--- src/rtl/charlieplex_pkg.sv ---
// charlieplex_pkg: CTRL register map and row-to-pin mapping shared by the charlieplex driver
package charlieplex_pkg;
  localparam logic [7:0] CTRL_ADR = 8'hFF;
  localparam int CTRL_EN = 0;
  localparam int CTRL_SWAP = 1;
  localparam int CTRL_FRONT = 2;
  function automatic int row_pin(input int row, input int col);
    return (row < col) ? row : row + 1;
  endfunction
endpackage

--- src/rtl/charlieplex_scan.sv ---
// charlieplex_scan: prescaled tick driving pwm -> row -> col scan counters with frame-end strobe
module charlieplex_scan #(
  parameter int CLK_HZ = 12000000,
  parameter int TICK_HZ = 1000000,
  parameter int ROWS = 5,
  parameter int COLS = 7,
  parameter int LVL_W = 4,
  parameter int RW = 3,
  parameter int CW = 3
) (
  input  logic             clk,
  input  logic             rst,
  output logic [RW-1:0]    row,
  output logic [CW-1:0]    col,
  output logic [LVL_W-1:0] pwm,
  output logic             frame_end
);
  localparam int DIV = CLK_HZ / TICK_HZ;
  localparam int PSW = $clog2(DIV);
  logic [PSW-1:0] ps_q, ps_d;
  logic [LVL_W-1:0] pwm_q, pwm_d;
  logic [RW-1:0] row_q, row_d;
  logic [CW-1:0] col_q, col_d;
  logic tick, pwm_wrap, row_wrap;
  always_comb begin
    tick = ps_q == PSW'(DIV - 1);
    pwm_wrap = tick & (pwm_q == '1);
    row_wrap = pwm_wrap & (row_q == RW'(ROWS - 1));
    frame_end = row_wrap & (col_q == CW'(COLS - 1));
    ps_d = tick ? '0 : ps_q + 1'b1;
    pwm_d = tick ? pwm_q + 1'b1 : pwm_q;
    row_d = row_wrap ? '0 : pwm_wrap ? row_q + 1'b1 : row_q;
    col_d = frame_end ? '0 : row_wrap ? col_q + 1'b1 : col_q;
  end
  always_ff @(posedge clk) begin
    if (rst) begin
      ps_q <= '0;
      pwm_q <= '0;
      row_q <= '0;
      col_q <= '0;
    end else begin
      ps_q <= ps_d;
      pwm_q <= pwm_d;
      row_q <= row_d;
      col_q <= col_d;
    end
  end
  assign row = row_q;
  assign col = col_q;
  assign pwm = pwm_q;
endmodule

--- src/rtl/charlieplex_pwm.sv ---
// charlieplex_pwm: double-buffered PWM charlieplex LED driver with a Wishbone-style pixel/CTRL port
module charlieplex_pwm
  import charlieplex_pkg::*;
#(
  parameter int CLK_HZ = 12000000,
  parameter int TICK_HZ = 1000000,
  parameter int PINS = 7,
  parameter int ROWS = 5,
  parameter int COLS = 7,
  parameter int LVL_W = 4
) (
  input  logic            clk,
  input  logic            rst,
  input  logic            wb_stb,
  input  logic            wb_we,
  input  logic [7:0]      wb_adr,
  input  logic [7:0]      wb_dat_i,
  output logic [7:0]      wb_dat_o,
  output logic            wb_ack,
  output logic [PINS-1:0] pin_o,
  output logic [PINS-1:0] pin_oe,
  output logic            frame_o
);
  localparam int PIX = ROWS * COLS;
  localparam int AW = PIX > 1 ? $clog2(PIX) : 1;
  localparam int RW = ROWS > 1 ? $clog2(ROWS) : 1;
  localparam int CW = COLS > 1 ? $clog2(COLS) : 1;
  localparam int PW = PINS > 1 ? $clog2(PINS) : 1;
  logic [RW-1:0] row;
  logic [CW-1:0] col;
  logic [LVL_W-1:0] pwm;
  logic frame_end;
  logic [LVL_W-1:0] bank_q [2][PIX];
  logic en_q, en_d, pend_q, pend_d, front_q, front_d, ack_q, ack_d, frame_q;
  logic [7:0] dat_q, dat_d, ctrl_rd;
  logic [PINS-1:0] o_q, o_d, oe_q, oe_d;
  logic acc, is_ctrl, is_pix, pix_wr, ctrl_wr, swap_req, lit;
  logic [AW-1:0] pix_adr, idx;
  logic [LVL_W-1:0] level;
  logic [PW-1:0] rp, cp;
  logic unused_dat;
  assign unused_dat = ^wb_dat_i;
  charlieplex_scan #(
    .CLK_HZ(CLK_HZ), .TICK_HZ(TICK_HZ), .ROWS(ROWS), .COLS(COLS),
    .LVL_W(LVL_W), .RW(RW), .CW(CW)
  ) u_scan (
    .clk(clk), .rst(rst), .row(row), .col(col), .pwm(pwm), .frame_end(frame_end)
  );
  always_comb begin
    acc = wb_stb & ~ack_q;
    is_ctrl = wb_adr == CTRL_ADR;
    is_pix = int'(wb_adr) < PIX;
    pix_adr = AW'(wb_adr);
    pix_wr = acc & wb_we & is_pix & ~rst;
    ctrl_wr = acc & wb_we & is_ctrl;
    // a request landing in the frame-end cycle is honoured at that same frame end
    swap_req = pend_q | (ctrl_wr & wb_dat_i[CTRL_SWAP]);
    en_d = ctrl_wr ? wb_dat_i[CTRL_EN] : en_q;
    pend_d = swap_req & ~frame_end;
    front_d = front_q ^ (swap_req & frame_end);
    ack_d = acc;
    ctrl_rd = '0;
    ctrl_rd[CTRL_EN] = en_q;
    ctrl_rd[CTRL_SWAP] = pend_q;
    ctrl_rd[CTRL_FRONT] = front_q;
    dat_d = !acc ? 8'd0 : is_ctrl ? ctrl_rd : is_pix ? 8'(bank_q[~front_q][pix_adr]) : 8'd0;
    idx = AW'(int'(row) * COLS + int'(col));
    level = bank_q[front_q][idx];
    lit = en_q & (pwm < level);
    rp = PW'(row_pin(int'(row), int'(col)));
    cp = PW'(col);
    o_d = lit ? PINS'(1) << rp : '0;
    oe_d = lit ? o_d | (PINS'(1) << cp) : '0;
  end
  // write targets the pre-swap back bank even when a swap lands on the same edge
  always_ff @(posedge clk) begin
    if (pix_wr) bank_q[~front_q][pix_adr] <= wb_dat_i[LVL_W-1:0];
  end
  always_ff @(posedge clk) begin
    if (rst) begin
      en_q <= 1'b0;
      pend_q <= 1'b0;
      front_q <= 1'b0;
      ack_q <= 1'b0;
      dat_q <= '0;
      o_q <= '0;
      oe_q <= '0;
      frame_q <= 1'b0;
    end else begin
      en_q <= en_d;
      pend_q <= pend_d;
      front_q <= front_d;
      ack_q <= ack_d;
      dat_q <= dat_d;
      o_q <= o_d;
      oe_q <= oe_d;
      frame_q <= frame_end;
    end
  end
  assign wb_ack = ack_q;
  assign wb_dat_o = dat_q;
  assign pin_o = o_q;
  assign pin_oe = oe_q;
  assign frame_o = frame_q;
endmodule

--- config.mk ---
export PLATFORM = sky130hd
export DESIGN_NAME = charlieplex_pwm
export DESIGN_NICKNAME = d
export VERILOG_FILES = /design/src/rtl/charlieplex_pkg.sv /design/src/rtl/charlieplex_scan.sv /design/src/rtl/charlieplex_pwm.sv
export SDC_FILE = /design/constraint.sdc
export NUM_CORES = 1
export LEC_CHECK = 0
export CAP_MARGIN = 5
export CORE_MARGIN = 1.5
export CORE_UTILIZATION = 25
export CTS_CLUSTER_SIZE = 14
export DETAILED_ROUTE_END_ITERATION = 6
export HOLD_SLACK_MARGIN = 0.06
export PLACE_DENSITY = 0.43
export SETUP_SLACK_MARGIN = 0.05
export SYNTH_ARGS = -nofsm -noshare
export SYNTH_HDL_FRONTEND = slang
export SYNTH_HIERARCHICAL = 1
export SYNTH_SLANG_ARGS = --single-unit
--- constraint.sdc ---
create_clock -name clk -period 9.6 [get_ports clk]
set_input_delay 1.44 -clock clk [delete_from_list [all_inputs] [get_ports clk]]
set_output_delay 1.44 -clock clk [all_outputs]
set_load 0.02 [all_outputs]
==> flow_summary.ini, run 1 <==
[status]
status = finished, final reports clean

[yosys]
synth_top_flop_cell = edfxtp_1
yosysUniqueCellTypes = 71
synth_top_cell_by_area = edfxtp_1
synth-async-reset-ratio = 0
syn_area_sq_mm = 0.0158
ys_seq_area_frac = 0.579
netlist_instances = 1033
synth_edf_count = 280
syn_avg_cell_area_sq_um = 15.3
synth_seq_cells = 317
yosysWarnings = 6
synth.area.top_cells = edfxtp_1, mux4_2, dfxtp_1, mux2i_1, nor2_1
synth_top_area_share = 0.532

[floorplan]
ios = 44
initial_core_util = 0.252
coreArea_sq_mm = 0.0627
rows = 92
die_h_microns = 254
die_w_microns = 254
dieArea_sq_mm = 0.0648

[clocking]
clk_pin_slew_worst_paths_ps = 60
cts.htree.levels = 2
post_cts_buffers = 0
post_cts_resized = 0
cts_tree = done
clock-sinks = 317
cts_buffer_depth = 3
cts_made_buffers = 37
root_buffer = clkbuf_16
insertion_delay_ps = 570
hold_buffers = 0

[timing]
setup_viol = 0
tightest_slew_ps = 1100
drv_slew = 0
hold_ws_ps = 480
finalSetupTns_ps = 0
fmax_ghz = 0.167
fin_crit_sh = 0.622
hold_viol_final = 0
finClkSkew_ps = 20.7
period_needed_ps = 5970
grt_setup_unrepaired = false
slew_headroom = 0.268

[drt]
drt_iter0_markers = 813
drc = 0
num_vias = 9437
vias_per_cell = 4.88
routed_wirelength_mm = 45.4
ant_nets = 0
dr.pass1.iters = 5
avgRoutedWirePerCell_microns = 23.5

[setup_path]
reg2reg_from = u_scan/row[2]
endpoint_kind = flip-flop
critical_path.endpoint = pin_oe[4]
rr_worst_depth = 17
max_stage_delay_ps = 750
ff2ff_setup_slack_ps = 3630
startpoint = u_scan/row[2]
r2r-end = pin_oe[4]
critPathMaxFanout = 19
cp.arrival_ps = 6460
cp_cell_sequence = fa_1 -> inv_1 -> fa_1 -> inv_1 -> fa_2 -> buf_4 -> mux4_2 -> a22oi_1 -> a31oi_1 -> a21oi_1 -> nor2_1 -> a211oi_1 -> ha_1 -> a21o_1 -> a21oi_1 -> o21ai_0 -> nor2_2
critPathKind = flip-flop to flip-flop
start_kind = flip-flop
crit_slowest_cell = a21oi_1
required_ps = 10090

[layout]
fin_cells = 1934
multi_input_area_sq_mm = 0.00618
area_growth_pct = 14.4
drive_gt1_frac = 0.208
seq_area_sq_mm = 0.00915
layout.nets = 1109
fillCellCount = 6324

[pwr]
power.leakage_nw = 5.62
vdd_drop_max_v = 0.000118
finalPower_mw = 2.98
power.density_mw_per_mm2 = 165

[grt]
grt_pass1_vias = 9870
grt_usage = 0.144
grt_pass1_wl_mm = 67.9
gr-total-overflow = 0
antenna_found_initial = 0
grt_max_degree = 99

[placement]
dp_hpwl_mm = 30.6
portBuffers = 35
gp_congestion = 0.783
dp_cells = 1870

[hold_path]
hold_path_depth = 1
hp-class = flip-flop to flip-flop

[job]
drv_cap = 0
Yosys cell counts, types with 11 or more instances:
library cell	instances
inv_1	17
mux2i_1	68
a21oi_1	22
nor2b_1	15
o21ai_0	20
nand3_1	19
nor3_1	15
nand2_1	55
o22ai_1	11
dfxtp_1	37
edfxtp_1	280
mux4_2	119
nor2_1	101
a22oi_1	19
clkbuf_1	14
buf_2	20
ha_1	22
cell usage in the layout, fill, tap and decap left out, drive strengths merged, types with 18 or more instances in the layout:
| cell type | instances |
|---|---|
| edfxtp | 280 |
| mux4 | 120 |
| nor2 | 111 |
| mux2i | 68 |
| nand2 | 58 |
| clkbuf | 47 |
| dfxtp | 37 |
| clkdlybuf4s50 | 30 |
| buf | 23 |
| a21oi | 22 |
| ha | 22 |
| o21ai | 21 |
| nand3 | 21 |
| a22oi | 19 |
| inv | 18 |
flip-flops by register name, summed over array words and instances (netlist names), 3 cells and up:
name / flops
bank_q: 280
pin_o: 7
pin_oe: 7
u_scan/ps_q: 4
u_scan/pwm: 4
wb_dat_o: 4
u_scan/col: 3
u_scan/row: 3
critical path, delay by kind of cell, from the launching register on:
kind | cells | cell delay (ps)
AOI/OAI and AO/OA | 7 | 2180
DFF | 1 | 490
adders and majority gates | 4 | 1910
buffers and inverters | 3 | 460
and+or+nand+nor | 2 | 230
muxes | 1 | 590
worst min-delay path by stage:
stage,startpoint,endpoint
global placement,u_scan/ps_q[0],u_scan/ps_q[0]
CTS,u_scan/ps_q[0],u_scan/ps_q[0]
floorplan,pend_q,wb_dat_o[1]
detailed placement,u_scan/ps_q[0],u_scan/ps_q[0]
global route,u_scan/ps_q[0],u_scan/ps_q[0]
finish,u_scan/ps_q[0],u_scan/ps_q[0]
layer usage:
| layer | GRT usage | vias up | routed length (microns) |
|---|---|---|---|
| met1 | 0.203 | 4915 | 21100 |
| met5 | 0 | - | 0 |
| met2 | 0.226 | 258 | 20900 |
| li1 | - | 4205 | - |
| met3 | 0.0244 | 59 | 2300 |
| met4 | 0.0451 | 0 | 1110 |
kinds of logic (layout without fill, tap and decap cells):
family | count (synthesis) | after routing | synth area share
AO/OA/AOI/OAI | 130 | 130 | 0.0575
XOR/XNOR | 6 | 6 | 0.00332
adder cells (fa/ha/maj) | 26 | 26 | 0.0225
buffers and inverters | 82 | 133 | 0.0324
flip-flops | 317 | 317 | 0.579
multiplexers | 194 | 194 | 0.218
other | 1 | 5 | 0.000237
AND/OR/NAND/NOR | 277 | 277 | 0.0870
area by class of cell:
type                    count  share of cell area
clock buffers              47              0.0545
flip-flops and latches    317               0.506
diodes                      1            0.000138
repair buffers             53              0.0265
multi-input cells         637               0.342
clock inverters            16             0.00899
well taps                 846              0.0585
inverters                  17             0.00353
through the flow:
| stage | utilization | area [sq um] | setup WS (ps) |
|---|---|---|---|
| 2_1_floorplan | - | 15800 | 4270 |
| 3_3_place_gp | 0.270 | 16900 | 3570 |
| 3_5_place_dp | 0.270 | 16900 | 3610 |
| 4_1_cts | 0.288 | 18100 | 3570 |
| 5_1_grt | 0.288 | 18100 | 3200 |
| 6_report | 0.288 | 18100 | 3630 |
power by group:
part	total, mW	leakage (nW)	internal, mW	switching [mW]
sequential	1.50	2.82	1.50	0.00153
combinational	0.108	2.26	0.0358	0.0722
clock	1.37	0.554	0.784	0.589
total	2.98	5.62	2.32	0.662
(Power assumes the default switching activity.)
==> inputs of run 2 (changes only) <==
==> constraint.sdc (replaced) <==
create_clock -name clk -period 6 [get_ports clk]
set_input_delay 0.9 -clock clk [delete_from_list [all_inputs] [get_ports clk]]
set_output_delay 0.9 -clock clk [all_outputs]
set_load 0.02 [all_outputs]
==> flow_summary.ini, run 2 (same netlist as run 1, synthesis figures left out) <==
[timing]
drv_slew = 0
hold_ws_ps = 483
period_needed_ps = 5490
tightest_slew_ps = 1090
hold_viol_final = 0
finalSetupTns_ps = 0
setup_viol = 0
grt_setup_unrepaired = false
slew_headroom = 0.269
finClkSkew_ps = 13.8
fin_crit_sh = 0.915
fmax_ghz = 0.182
finalWorstSetupSlack_ps = 508

[layout]
final_common_cell = edfxtp_1
area_growth_pct = 15.6
layout.nets = 1121
fin_area_sq_mm = 0.0183
largest_reg_flops = 280
seq_area_sq_mm = 0.00915
final_cell_mix = edfxtp_1, mux4_2, nor2_1
fin_cells = 1952
multi_input_area_sq_mm = 0.00618
drive_gt1_frac = 0.220
fillCellCount = 6245
top_register = bank_q

[pwr]
vdd_drop_max_v = 0.000204
power.density_mw_per_mm2 = 268
power.leakage_nw = 5.73

[hold_path]
min_to = u_scan/ps_q[0]
hp-class = flip-flop to flip-flop
hp-start = u_scan/ps_q[0]
hold_path_depth = 1

[floorplan]
rows = 92
ios = 44
die_w_microns = 254
die_h_microns = 254
dieArea_sq_mm = 0.0648
coreArea_sq_mm = 0.0627
initial_core_util = 0.252

[placement]
gp_congestion = 0.803
portBuffers = 35
dpl_cell_area_sq_mm = 0.0170
dp_hpwl_mm = 32.1
post-place-ws_ps = 561
dp_cells = 1881

[clocking]
post_cts_buffers = 0
cts_buffer_depth = 3
root_buffer = clkbuf_16
insertion_delay_ps = 560
clk_pin_slew_worst_paths_ps = 70
cts.htree.levels = 2
clock-sinks = 317
hold_buffers = 0
cts_made_buffers = 38
post_cts_resized = 0
cts_tree = done

[setup_path]
start_kind = flip-flop
crit_slowest_cell = fa_2
required_ps = 6440
rr_worst_depth = 17
startpoint = u_scan/row[0]
ff2ff_setup_slack_ps = 510
reg2reg_from = u_scan/row[0]
max_stage_delay_ps = 920
critPathMaxFanout = 14
critPathKind = flip-flop to flip-flop
endpoint_kind = flip-flop
r2r-end = pin_oe[5]
cp_cell_sequence = fa_1 -> inv_1 -> fa_1 -> inv_1 -> fa_2 -> mux4_2 -> a22oi_1 -> a31oi_1 -> a21oi_1 -> nor2_1 -> a211oi_1 -> ha_1 -> nand3_1 -> a31o_2 -> a221oi_2 -> buf_4 -> nor3b_1
cp.arrival_ps = 5930

[status]
status = finished, final reports clean

[drt]
dr.pass1.iters = 6
routed_wirelength_mm = 46.7
ant_nets = 0
avgRoutedWirePerCell_microns = 23.9
drt_iter0_markers = 801
vias_per_cell = 4.94
drc = 0
num_vias = 9650

[grt]
grt_pass1_wl_mm = 68.0
gr-total-overflow = 0
grt_usage = 0.146
grt_max_degree = 71
antenna_found_initial = 1
grt_pass1_vias = 9789

[job]
drv_cap = 0
## run 2: cell types whose count changed in the layout (fill, tap and decap cells not counted), sizes merged
cell      previous run  this run
clkinv              12        14
bufinv               2         4
clkinvlp             1         2
diode                1         3
buf                 23        34
## run 2: critical path, delay by kind of cell (launching register included)
family,cells,cell delay (ps)
AO/OA/AOI/OAI,6,1490
AND/OR/NAND/NOR,3,230
flip-flops,1,440
buffers and inverters,3,410
multiplexers,1,580
adder cells (fa/ha/maj),4,2160
## run 2: routing by layer
layer | wire [microns] | GRT usage
met2 | 21100 | 0.224
met3 | 3360 | 0.0333
met4 | 1330 | 0.0524
met1 | 20900 | 0.202
met5 | 0 | 0
## run 2: worst max path at each step
stage	to	slack [ps]	cells after the start
global route	pin_oe[3]	200	16
floorplan	pin_oe[2]	670	18
global placement	pin_oe[5]	510	17
CTS	pin_oe[6]	530	17
detailed placement	pin_oe[5]	560	17
finish	pin_oe[5]	510	17
## run 2: cell type report
cell class	count	share of cell area
repair buffers	64	0.0321
diodes	3	0.000411
well taps	846	0.0579
inverters	17	0.00349
clock buffers	47	0.0551
clock inverters	21	0.0119
flip-flops and latches	317	0.501
multi-input cells	637	0.338
## run 2: power breakdown
group | leakage [nW] | switching (mW) | internal [mW]
Clock | 0.593 | 0.951 | 1.37
Sequential | 2.82 | 0.00244 | 2.40
Combinational | 2.32 | 0.117 | 0.0578
Total | 5.73 | 1.07 | 3.82
## run 2: stage by stage
stage / total power [mW] / util
2_1_floorplan: 2.54 / -
3_3_place_gp: 2.62 / 0.272
3_5_place_dp: 2.62 / 0.272
4_1_cts: 4.95 / 0.291
5_1_grt: 5.04 / 0.291
6_report: 4.89 / 0.291
